**config.mk**
```make
export PLATFORM = sky130hd
export DESIGN_NAME = sequenciador_de_ritmo
export DESIGN_NICKNAME = d
export VERILOG_FILES = /design/src/rtl/sequenciador_de_ritmo.sv
export SDC_FILE = /design/constraint.sdc
export NUM_CORES = 1
export LEC_CHECK = 0
export CAP_MARGIN = 25
export CORE_ASPECT_RATIO = 1.75
export CORE_MARGIN = 4
export CORE_UTILIZATION = 50
export DETAILED_ROUTE_END_ITERATION = 8
export GPL_ROUTABILITY_DRIVEN = 0
export PLACE_DENSITY = 0.73
export RECOVER_POWER = 100
export SLEW_MARGIN = 20
export SYNTH_ARGS = -nofsm -noshare
export SYNTH_HDL_FRONTEND = slang
export SYNTH_SLANG_ARGS = --single-unit
```
**constraint.sdc**
```tcl
create_clock -name clk -period 2.4 [get_ports clk]
set_input_delay 0.24 -clock clk [delete_from_list [all_inputs] [get_ports clk]]
set_output_delay 0.24 -clock clk [all_outputs]
set_load 0.03 [all_outputs]
```
**src/rtl/sequenciador_de_ritmo.sv**
```systemverilog
// ---------------------------------------------------------------------------
// sequenciador_de_ritmo
//   Rhythm-game referee. Generates the beat tempo that steps the pattern-list
//   manager, judges debounced button presses against the current one-hot
//   command inside a hit window, and keeps score, combo and lives. The game
//   ends when the list is exhausted (win) or lives reach zero (loss).
//
// Parameters
//   BEAT_CYCLES    clk cycles per beat (must exceed JANELA_CYCLES)
//   JANELA_CYCLES  hit window: first JANELA_CYCLES cycles of each beat
//   VIDAS          lives at game start (1..3)
//
// Ports
//   clk             in   1   system clock
//   rst             in   1   synchronous, active-high reset
//   iniciar         in   1   start/restart request (acted on in OCIOSO/FIM)
//   botoes          in   4   player buttons, debounced, active-high
//   comando         in   4   current command, one-hot (0 = rest)
//   fim_da_lista    in   1   pattern manager end-of-list flag
//   trocar_comando  out  1   1-cycle pulse stepping the pattern manager
//   rst_padroes     out  1   restarts the list, only with the priming pulse
//   estado          out  2   0 OCIOSO, 1 TOCANDO, 2 FIM
//   pontos          out  16  score, saturating
//   combo           out  8   consecutive hits, saturating
//   vidas           out  2   remaining lives
//   acerto          out  1   1-cycle pulse per hit
//   erro            out  1   1-cycle pulse per error
//   venceu          out  1   high in FIM when the list was completed alive
// ---------------------------------------------------------------------------
module sequenciador_de_ritmo #(
    parameter int BEAT_CYCLES   = 25_000_000,
    parameter int JANELA_CYCLES = 5_000_000,
    parameter int VIDAS         = 3
) (
    input  logic        clk,
    input  logic        rst,
    input  logic        iniciar,
    input  logic [3:0]  botoes,
    input  logic [3:0]  comando,
    input  logic        fim_da_lista,
    output logic        trocar_comando,
    output logic        rst_padroes,
    output logic [1:0]  estado,
    output logic [15:0] pontos,
    output logic [7:0]  combo,
    output logic [1:0]  vidas,
    output logic        acerto,
    output logic        erro,
    output logic        venceu
);

    localparam int CW = (BEAT_CYCLES > 1) ? $clog2(BEAT_CYCLES) : 1;
    localparam logic [CW-1:0] ULTIMO    = CW'(BEAT_CYCLES - 1);
    localparam logic [CW-1:0] JANELA    = CW'(JANELA_CYCLES);
    localparam logic [1:0]    VIDAS_INI = 2'(VIDAS);

    typedef enum logic [1:0] {
        OCIOSO  = 2'd0,
        TOCANDO = 2'd1,
        FIM     = 2'd2
    } estado_t;

    estado_t        estado_q, estado_d;
    logic [CW-1:0]  cont_q, cont_d;
    logic [15:0]    pontos_q, pontos_d;
    logic [7:0]     combo_q, combo_d;
    logic [1:0]     vidas_q, vidas_d;
    logic           venceu_q, venceu_d;
    logic           julgado_q, julgado_d;
    logic [3:0]     botoes_q, botoes_d;

    logic [3:0]     press;
    logic           fim_beat;

    // Saturating score addition.
    function automatic logic [15:0] soma_sat16(input logic [15:0] a, input logic [2:0] b);
        logic [16:0] s;
        s = {1'b0, a} + {14'd0, b};
        return s[16] ? 16'hFFFF : s[15:0];
    endfunction

    // Saturating combo increment.
    function automatic logic [7:0] inc_sat8(input logic [7:0] a);
        return (a == 8'hFF) ? a : a + 8'd1;
    endfunction

    // Points per hit grow with the combo held before the hit.
    function automatic logic [2:0] bonus(input logic [7:0] c);
        if (c < 8'd4)      return 3'd1;
        else if (c < 8'd8) return 3'd2;
        else               return 3'd4;
    endfunction

    assign press    = botoes & ~botoes_q;
    assign fim_beat = (cont_q == ULTIMO);

    always_ff @(posedge clk) begin
        if (rst) begin
            estado_q  <= OCIOSO;
            cont_q    <= '0;
            pontos_q  <= '0;
            combo_q   <= '0;
            vidas_q   <= VIDAS_INI;
            venceu_q  <= 1'b0;
            julgado_q <= 1'b0;
            botoes_q  <= '0;
        end else begin
            estado_q  <= estado_d;
            cont_q    <= cont_d;
            pontos_q  <= pontos_d;
            combo_q   <= combo_d;
            vidas_q   <= vidas_d;
            venceu_q  <= venceu_d;
            julgado_q <= julgado_d;
            botoes_q  <= botoes_d;
        end
    end

    always_comb begin
        estado_d       = estado_q;
        cont_d         = cont_q;
        pontos_d       = pontos_q;
        combo_d        = combo_q;
        vidas_d        = vidas_q;
        venceu_d       = venceu_q;
        julgado_d      = julgado_q;
        botoes_d       = botoes;
        trocar_comando = 1'b0;
        rst_padroes    = 1'b0;
        acerto         = 1'b0;
        erro           = 1'b0;

        case (estado_q)
            OCIOSO, FIM: begin
                if (iniciar) begin
                    // Priming pulse: restart the list and step onto its first entry.
                    trocar_comando = 1'b1;
                    rst_padroes    = 1'b1;
                    pontos_d       = '0;
                    combo_d        = '0;
                    venceu_d       = 1'b0;
                    vidas_d        = VIDAS_INI;
                    cont_d         = '0;
                    julgado_d      = 1'b0;
                    // A button already held at start counts as a fresh press.
                    botoes_d       = '0;
                    estado_d       = TOCANDO;
                end
            end

            TOCANDO: begin
                cont_d = fim_beat ? '0 : cont_q + 1'b1;

                if ((press != 4'd0) && (comando != 4'd0)) begin
                    julgado_d = 1'b1;
                    if (!julgado_q && (press == comando) && (cont_q < JANELA))
                        acerto = 1'b1;
                    else
                        erro = 1'b1;
                end

                // Unjudged command at beat end is a miss; OR-ing keeps one erro
                // even when a late press lands in the same cycle.
                if (fim_beat && (comando != 4'd0) && !julgado_q)
                    erro = 1'b1;

                if (acerto) begin
                    combo_d  = inc_sat8(combo_q);
                    pontos_d = soma_sat16(pontos_q, bonus(combo_q));
                end

                if (erro) begin
                    combo_d = '0;
                    vidas_d = vidas_q - 2'd1;
                end

                if (erro && (vidas_q == 2'd1)) begin
                    estado_d = FIM;
                    venceu_d = 1'b0;
                end else if (fim_beat) begin
                    julgado_d = 1'b0;
                    if (fim_da_lista) begin
                        estado_d = FIM;
                        venceu_d = 1'b1;
                    end else begin
                        trocar_comando = 1'b1;
                    end
                end
            end

            default: estado_d = OCIOSO;
        endcase

        // Reset wins over any input-driven pulse in the same cycle.
        if (rst) begin
            trocar_comando = 1'b0;
            rst_padroes    = 1'b0;
            acerto         = 1'b0;
            erro           = 1'b0;
        end
    end

    assign estado = estado_q;
    assign pontos = pontos_q;
    assign combo  = combo_q;
    assign vidas  = vidas_q;
    assign venceu = venceu_q;

endmodule

```
## Word level (Yosys, flattened, before mapping)

Cells that the tools add are included.

| storage, ports and cells | value |
|---|---|
| register bits | 59 |
| output and inout port bits | 33 |
| logic and storage cells | 102 |
| input bits | 12 |

| operators by class | value |
|---|---|
| mux-type cells | 54 |
| eq/ne operators | 13 |
| bitwise gates (word level) | 2 |
| $lt $le $gt $ge | 3 |
| reductions and logical operators | 18 |
| add/sub/neg operators | 4 |

Operators with widths:

| cell | number |
|---|---|
| 25-bit two-way mux | 2 |
| 25-bit case mux with 2 select lines | 1 |
| 16-bit two-way mux | 3 |
| 8-bit two-way mux | 4 |
| 16-bit case mux with 2 select lines | 1 |
| 25-bit by 1-bit adder with 25-bit output (second input constant) | 1 |
| 25-bit equality test (second input constant) | 1 |
| 25-bit by 23-bit less-than comparator with 1-bit output (second input constant) | 1 |
| 1-bit two-way mux | 25 |
| 16-bit by 3-bit adder with 17-bit output | 1 |
| 8-bit case mux with 2 select lines | 1 |
| 2-bit two-way mux | 6 |
| 3-bit two-way mux | 4 |
| 3-bit != test (second input constant) | 4 |
| 3-bit AND reduction | 3 |
| 8-bit by 1-bit adder with 8-bit output (second input constant) | 1 |
| 8-bit equality test (second input constant) | 1 |
| 8-bit by 3-bit less-than comparator with 1-bit output (second input constant) | 1 |
| 8-bit by 4-bit less-than comparator with 1-bit output (second input constant) | 1 |
| 4-bit two-way mux | 2 |
| 2-bit case mux with 2 select lines | 2 |
| 4-bit AND reduction | 2 |
| 4-bit nonzero test | 2 |
| 1-bit logical AND | 6 |
| 13 further kinds | 18 |

## Depth between registers and ports, before layout

| depth | value |
|---|---|
| depth in word-level cells | 14 |
| depth in mapped cells | 13 |
| gate-level depth less buffers | 12 |

## Worst setup path before layout

No wires, ideal clock.

| timing path | value |
|---|---|
| kind | flip-flop to flip-flop |
| from | reg combo_q[3], in the netlist combo[3] |
| to | reg pontos_q[11], in the netlist pontos[11] |
| clock period less this slack | 2558 ps |
| setup time | 74 ps |
| stages on the path, launching flop included | 13 |
| buffers on the path | 1 |
| slack | -158 ps |
| data arrival time | 2483 ps |
| required time | 2326 ps |
| path through | dfxtp_1 > nor3_1 > nand2_1 > nor2_1 > ha_1 > inv_1 > fa_1 > nor2b_1 > o2111a_1 > nand4_1 > clkbuf_1 > o21a_1 > o21ai_0 |

| between the ends | value |
|---|---|
| longest elaborated chain between the ends | 9 |
| elaborated cells on any way between the ends | 10 |
| classes of those cells | add/sub (1); order compare (2); mux (7) |

Ends and longest elaborated chain:

| item | line | source |
|---|---|---|
| start: declaration | 66 | `logic [7:0] combo_q, combo_d;` |
| start signal: assignment | 111 | `combo_q <= combo_d;` |
| 8-bit by 4-bit less-than comparator with 1-bit output | 90 | `else if (c < 8'd8) return 3'd2;` |
| 3-bit two-way mux | 90 |  |
| 3-bit two-way mux * | 89 | `if (c < 8'd4) return 3'd1;` |
| 3-bit two-way mux * | 167 | `if (acerto) begin` |
| 3-bit two-way mux * | 133 | `case (estado_q)` |
| 16-bit by 3-bit adder with 17-bit output * | 78 | `s = {1'b0, a} + {14'd0, b};` |
| 16-bit two-way mux * | 79 | `return s[16] ? 16'hFFFF : s[15:0];` |
| 16-bit two-way mux * | 167 |  |
| 16-bit case mux with 2 select lines * | 133 |  |
| end signal: assignment | 110 | `pontos_q <= pontos_d;` |
| end: declaration | 65 | `logic [15:0] pontos_q, pontos_d;` |

Every way passes the cells marked *; elsewhere a longest branch is shown, timed or not. The select of a mux whose other input is x is not followed.
A chain may end at the register's enable or synchronous reset.

## Worst setup path after layout

| timing path | value |
|---|---|
| from | reg cont_q[15] |
| to | out erro |

| between the ends | value |
|---|---|
| longest elaborated chain between the ends | 8 |
| elaborated cells on any way between the ends | 11 |
| classes of those cells | order compare (1); eq/ne (1); mux (6); reduce/logical (3) |

Ends and longest elaborated chain:

| item | line | source |
|---|---|---|
| start: declaration | 64 | `logic [CW-1:0] cont_q, cont_d;` |
| start signal: assignment | 109 | `cont_q <= cont_d;` |
| 25-bit by 23-bit less-than comparator with 1-bit output | 156 | `if (!julgado_q && (press == comando) && (cont_q < JANELA))` |
| 1-bit logical AND | 156 |  |
| 1-bit two-way mux | 156 |  |
| 1-bit two-way mux | 154 | `if ((press != 4'd0) && (comando != 4'd0)) begin` |
| 1-bit two-way mux * | 164 | `if (fim_beat && (comando != 4'd0) && !julgado_q)` |
| 1-bit two-way mux * (2 in series) | 133 |  |
| 1-bit two-way mux * | 195 | `if (rst) begin` |
| end: declaration | 48 | `output logic erro,` |

Marked as above.

==> results.txt <==
- Area of the die: 0.00864 mm^2
- In this run, placement finished with an instance count of 629.
* Leakage component of the power: 2.01 nW
* Global-route wire length before repair: 19.3 mm
* Proportion of power drawn by combinational gates: 15.2%
- I/O Pins: 45
- Maximum ir drop on the vdd rail: 0.438 mV
* Core area: 0.00691 mm^2
- In this run the worst hold path is classified as reg2reg.
- The cell count after synthesis came out at 463.
* Synth-to-layout area growth: 43.8%
* Count of endpoints failing hold in the final timing report: 0
- Dividing the detail-routed wire length by the instance count gives 18.1 um.
- For this configuration, the core starts out at a cell density of 51.9%.
- After floorplanning, the core was divided into 40 placement rows.
- Number of distinct library cells after synthesis: 66
* Proportion of register bits with asynchronous set or reset after synthesis: 0%
- Of the cells placed in the final design, the portion with a size suffix greater than 1 is 30.3%.
- Antenna Violating Nets Remaining: 0
* Final total negative setup slack: -0.104 ns
- The flow ran to the end, but the final reports show violations.
- The completed layout was analyzed and its total power is 0.00268 W.
- Input and output buffers added on the ports amount to 44.
- Slew at the pin closest to its max-slew limit: 0.803 ns
* Number of buffers between clock root and the deepest sink: 2
* GRT Residual Overflow: 0
- Master of the slowest instance on the critical path: sky130_fd_sc_hd__or4_4
- The detailed router placed 4,133 vias in this run.
- Synthesized area: 0.00359 mm^2
* Maximum single-stage delay on the critical path: 0.60 ns
* Pin count of the biggest net entering global routing: 23
- The Yosys step of the flow raised 0 warnings.
- Final setup skew: 0.00699 ns
- The path with the worst hold slack has its endpoint at cont_q[5]$_SDFFE_PP0P_.
- Wires add up to 11.9 mm.
* Type of destination of the critical path: output pin
- TritonCTS built the clock tree.
* CP dominant cell by count: sky130_fd_sc_hd__buf_6
- Summing the sequential cell areas from Yosys gives 32.9% of the chip area.
- The analysis attributes to net switching a power of 0.000688 W.
* Worst reg2reg path endpoint: cont_q[23]$_SDFFE_PP0P_
- For this run, the post-layout net count is 588.
- In this run the tightest slew margin relative to its limit is 46.5%.
- Global routing consumed, over all layers together, 28.4% of the routing resources.
* Synthesis-stage register bit count: 59
- Setup slack of the critical path after layout: -0.0617 ns
- Chip width: 72.0 um
- Sequential cells account for 37.6% of the total power.
- First-pass iteration count of the detailed router: 4
- Total power divided by cell area: 520 mW/mm^2
- Via count of the first global-routing pass: 4,184
- Chain of cells forming the critical path: nor4b_2, nand4_1, or4_4, buf_6, a21oi_4, buf_6
- Arr. time, crit path: 2.22 ns
- Max-slew violations: 0
* Root buffer selected by CTS: sky130_fd_sc_hd__clkbuf_16
- Die H: 120 um
* Synthesized netlist net count: 482
- Clock sink total: 59
- Min-Delay Startpoint: cont_q[5]$_SDFFE_PP0P_
- The worst setup path is launched from a flop.
- Dividing the final minimum period by the clock period gives 103%.
- The final reports fail on setup timing.
* Level count of the clock H-tree: 3
- After legalization and detailed placement, the total HPWL measured 8.59 mm.
- Setup slack on the worst reg-to-reg path comes out at 0.01 ns.
- Proportion of power drawn by the clock network: 47.2%
* Prevailing post-synth register cell: sky130_fd_sc_hd__dfxtp_1
* Antenna cell count: 0
* Total clock buffers created by CTS: 9
* Number of flops mapped to enable cells by yosys: 0
- By startpoint and endpoint, the worst setup path is classified as reg2out.
- Count of cells along the worst register-to-register path: 9
- Clock-pin slew on the worst setup and hold paths: 0.05 ns
* Number of cells on the worst hold path: 1
* P_int: 0.00199 W
- FF-to-FF Start: cont_q[15]$_SDFFE_PP0P_
- Setup violations remaining at the end of the flow were counted as 2.
- Net switching is 25.7% of the power.
- Peak clock frequency supported by timing: 406 MHz
- The initial antenna violation count is 0.
- Setup repair after global routing could not meet its margin everywhere.
* Mean area per synthesized cell: 7.75 um^2
- Per-cell via count in the routed design: 6.28
- Finished Layout Cells: 658
* Worst Hold Margin: 0.484 ns
- After clock tree synthesis, the flow added hold-fix buffers numbering 0.
* Critical Path Fanout Max: 8
* Worst-Skew Late Latency: 0.33 ns
* Final critical delay including setup and external delays: 2.46 ns
- Max-cap violations: 0
- Number of DRC markers after the initial detailed-route iteration: 170
- Residual DRC: 0
- Data required time of the worst path: 2.16 ns
-- flip-flops by register name (all words and copies together) (netlist names) --
signal / flops
estado: 2
pontos: 16
venceu: 1
julgado_q: 1
combo: 8
cont_q: 25
vidas: 2
botoes_q: 4
-- routing by layer --
metal | routed length [um] | up-vias | GRT usage, %
li1 | - | 1959 | -
met1 | 4070 | 1957 | 25.8
met2 | 6540 | 149 | 51.9
met3 | 484 | 68 | 6.04
met4 | 801 | 0 | 22.8
met5 | 0 | - | 0
-- kinds of logic (layout without fill, tap and decap cells) --
kind of cell | after synthesis | in the layout | synth area share [%]
XOR/XNOR | 5 | 5 | 1.43
AO/OA/AOI/OAI | 141 | 141 | 25.9
buffers and inverters | 45 | 156 | 5.69
flip-flops | 59 | 59 | 32.9
multiplexers | 1 | 1 | 0.279
adder cells (fa/ha/maj) | 7 | 7 | 2.65
AND/OR/NAND/NOR | 205 | 205 | 31.1
-- power groups by stage --
stage / Sequential [W] / Clock [W] / Combinational, W
after global routing: 0.00101 / 0.00132 / 0.000440
after global placement: 0.00103 / 0 / 0.000375
after detailed placement: 0.00103 / 0 / 0.000382
after floorplan: 0.00103 / 0 / 0.000210
final: 0.00101 / 0.00127 / 0.000408
after CTS: 0.00101 / 0.00127 / 0.000398
-- Yosys cell counts, drive strengths merged, types with 7 or more instances --
cell	n	share of area (%)
nand2	45	4.7
inv	19	2.0
a21oi	32	4.5
nand4	8	1.4
a22oi	8	1.7
and3	15	2.7
nor2	35	3.7
or3	8	1.4
o21ai	37	5.3
a311oi	7	1.7
and2	7	1.3
nor3	19	2.7
nor4	9	2.2
nor2b	10	1.7
dfxtp	59	33
clkbuf	16	1.7
buf	10	2.0
nand3	20	2.9
-- final cells by class --
class | count | area, um^2
Clock buffer | 14 | 254
Clock inverter | 2 | 35.0
Fill cell | 552 | 1750
Inverter | 19 | 71.3
Multi-Input combinational cell | 359 | 2460
Sequential cell | 59 | 1210
Tap cell | 84 | 105
Timing Repair Buffer | 121 | 1020
-- how the worst max path moves through the flow --
stage	start	endpoint	slack, ns	cells past startpoint
floorplan	combo[7]$_SDFFE_PP0P_	pontos[11]$_SDFFE_PP0P_	0.008	12
global placement	botoes[3]	combo[5]$_SDFFE_PP0P_	-0.16	7
detailed placement	botoes[1]	combo[5]$_SDFFE_PP0P_	-0.22	8
CTS	cont_q[0]$_SDFFE_PP0P_	erro	-0.03	7
global route	cont_q[15]$_SDFFE_PP0P_	erro	-0.14	6
finish	cont_q[15]$_SDFFE_PP0P_	erro	-0.06	6
-- per-stage QoR --
step	setup slack (ns)	util, %	cell area (um^2)
detailed placement	-0.225	65.1	4490
floorplan	0.00783	-	3610
CTS	-0.0328	71.8	4960
global placement	-0.155	65.1	4490
finish	-0.0617	74.6	5150
global route	-0.138	74.6	5150
-- placed cells by master, fill, tap and decap left out, drive strengths merged, types with 5 or more instances in the layout --
master          n
a211oi          5
a21oi          32
a22o            5
a22oi           8
a311oi          7
a31oi           5
and2            7
and3           15
buf            78
clkbuf         17
clkdlybuf4s50  11
dfxtp          59
dlygate4sd3    29
ha              6
inv            19
nand2          45
nand3          20
nand4           8
nor2           35
nor2b          10
nor3           19
nor4            9
o211ai          5
o21ai          37
o22ai           5
or3             8
or4             6
-- worst max-delay path: cells and delay by family, from the launching register on --
family,cells,cell delay [ns]
AND/OR/NAND/NOR,3,1.09
buffers and inverters,2,0.30
AO/OA/AOI/OAI,1,0.14
flip-flops,1,0.36
-- repair_timing --
| item | in CTS | in global routing |
|---|---|---|
| gates cloned | 0 | 1 |
| endpoints found under the hold margin | 0 | 0 |
| pin swaps | 2 | 15 |
| endpoints found under the setup margin | 10 | 19 |
| resized for setup | 39 | 54 |
| setup buffers | 4 | 8 |
No activity file was read; power rests on OpenSTA's default activity.
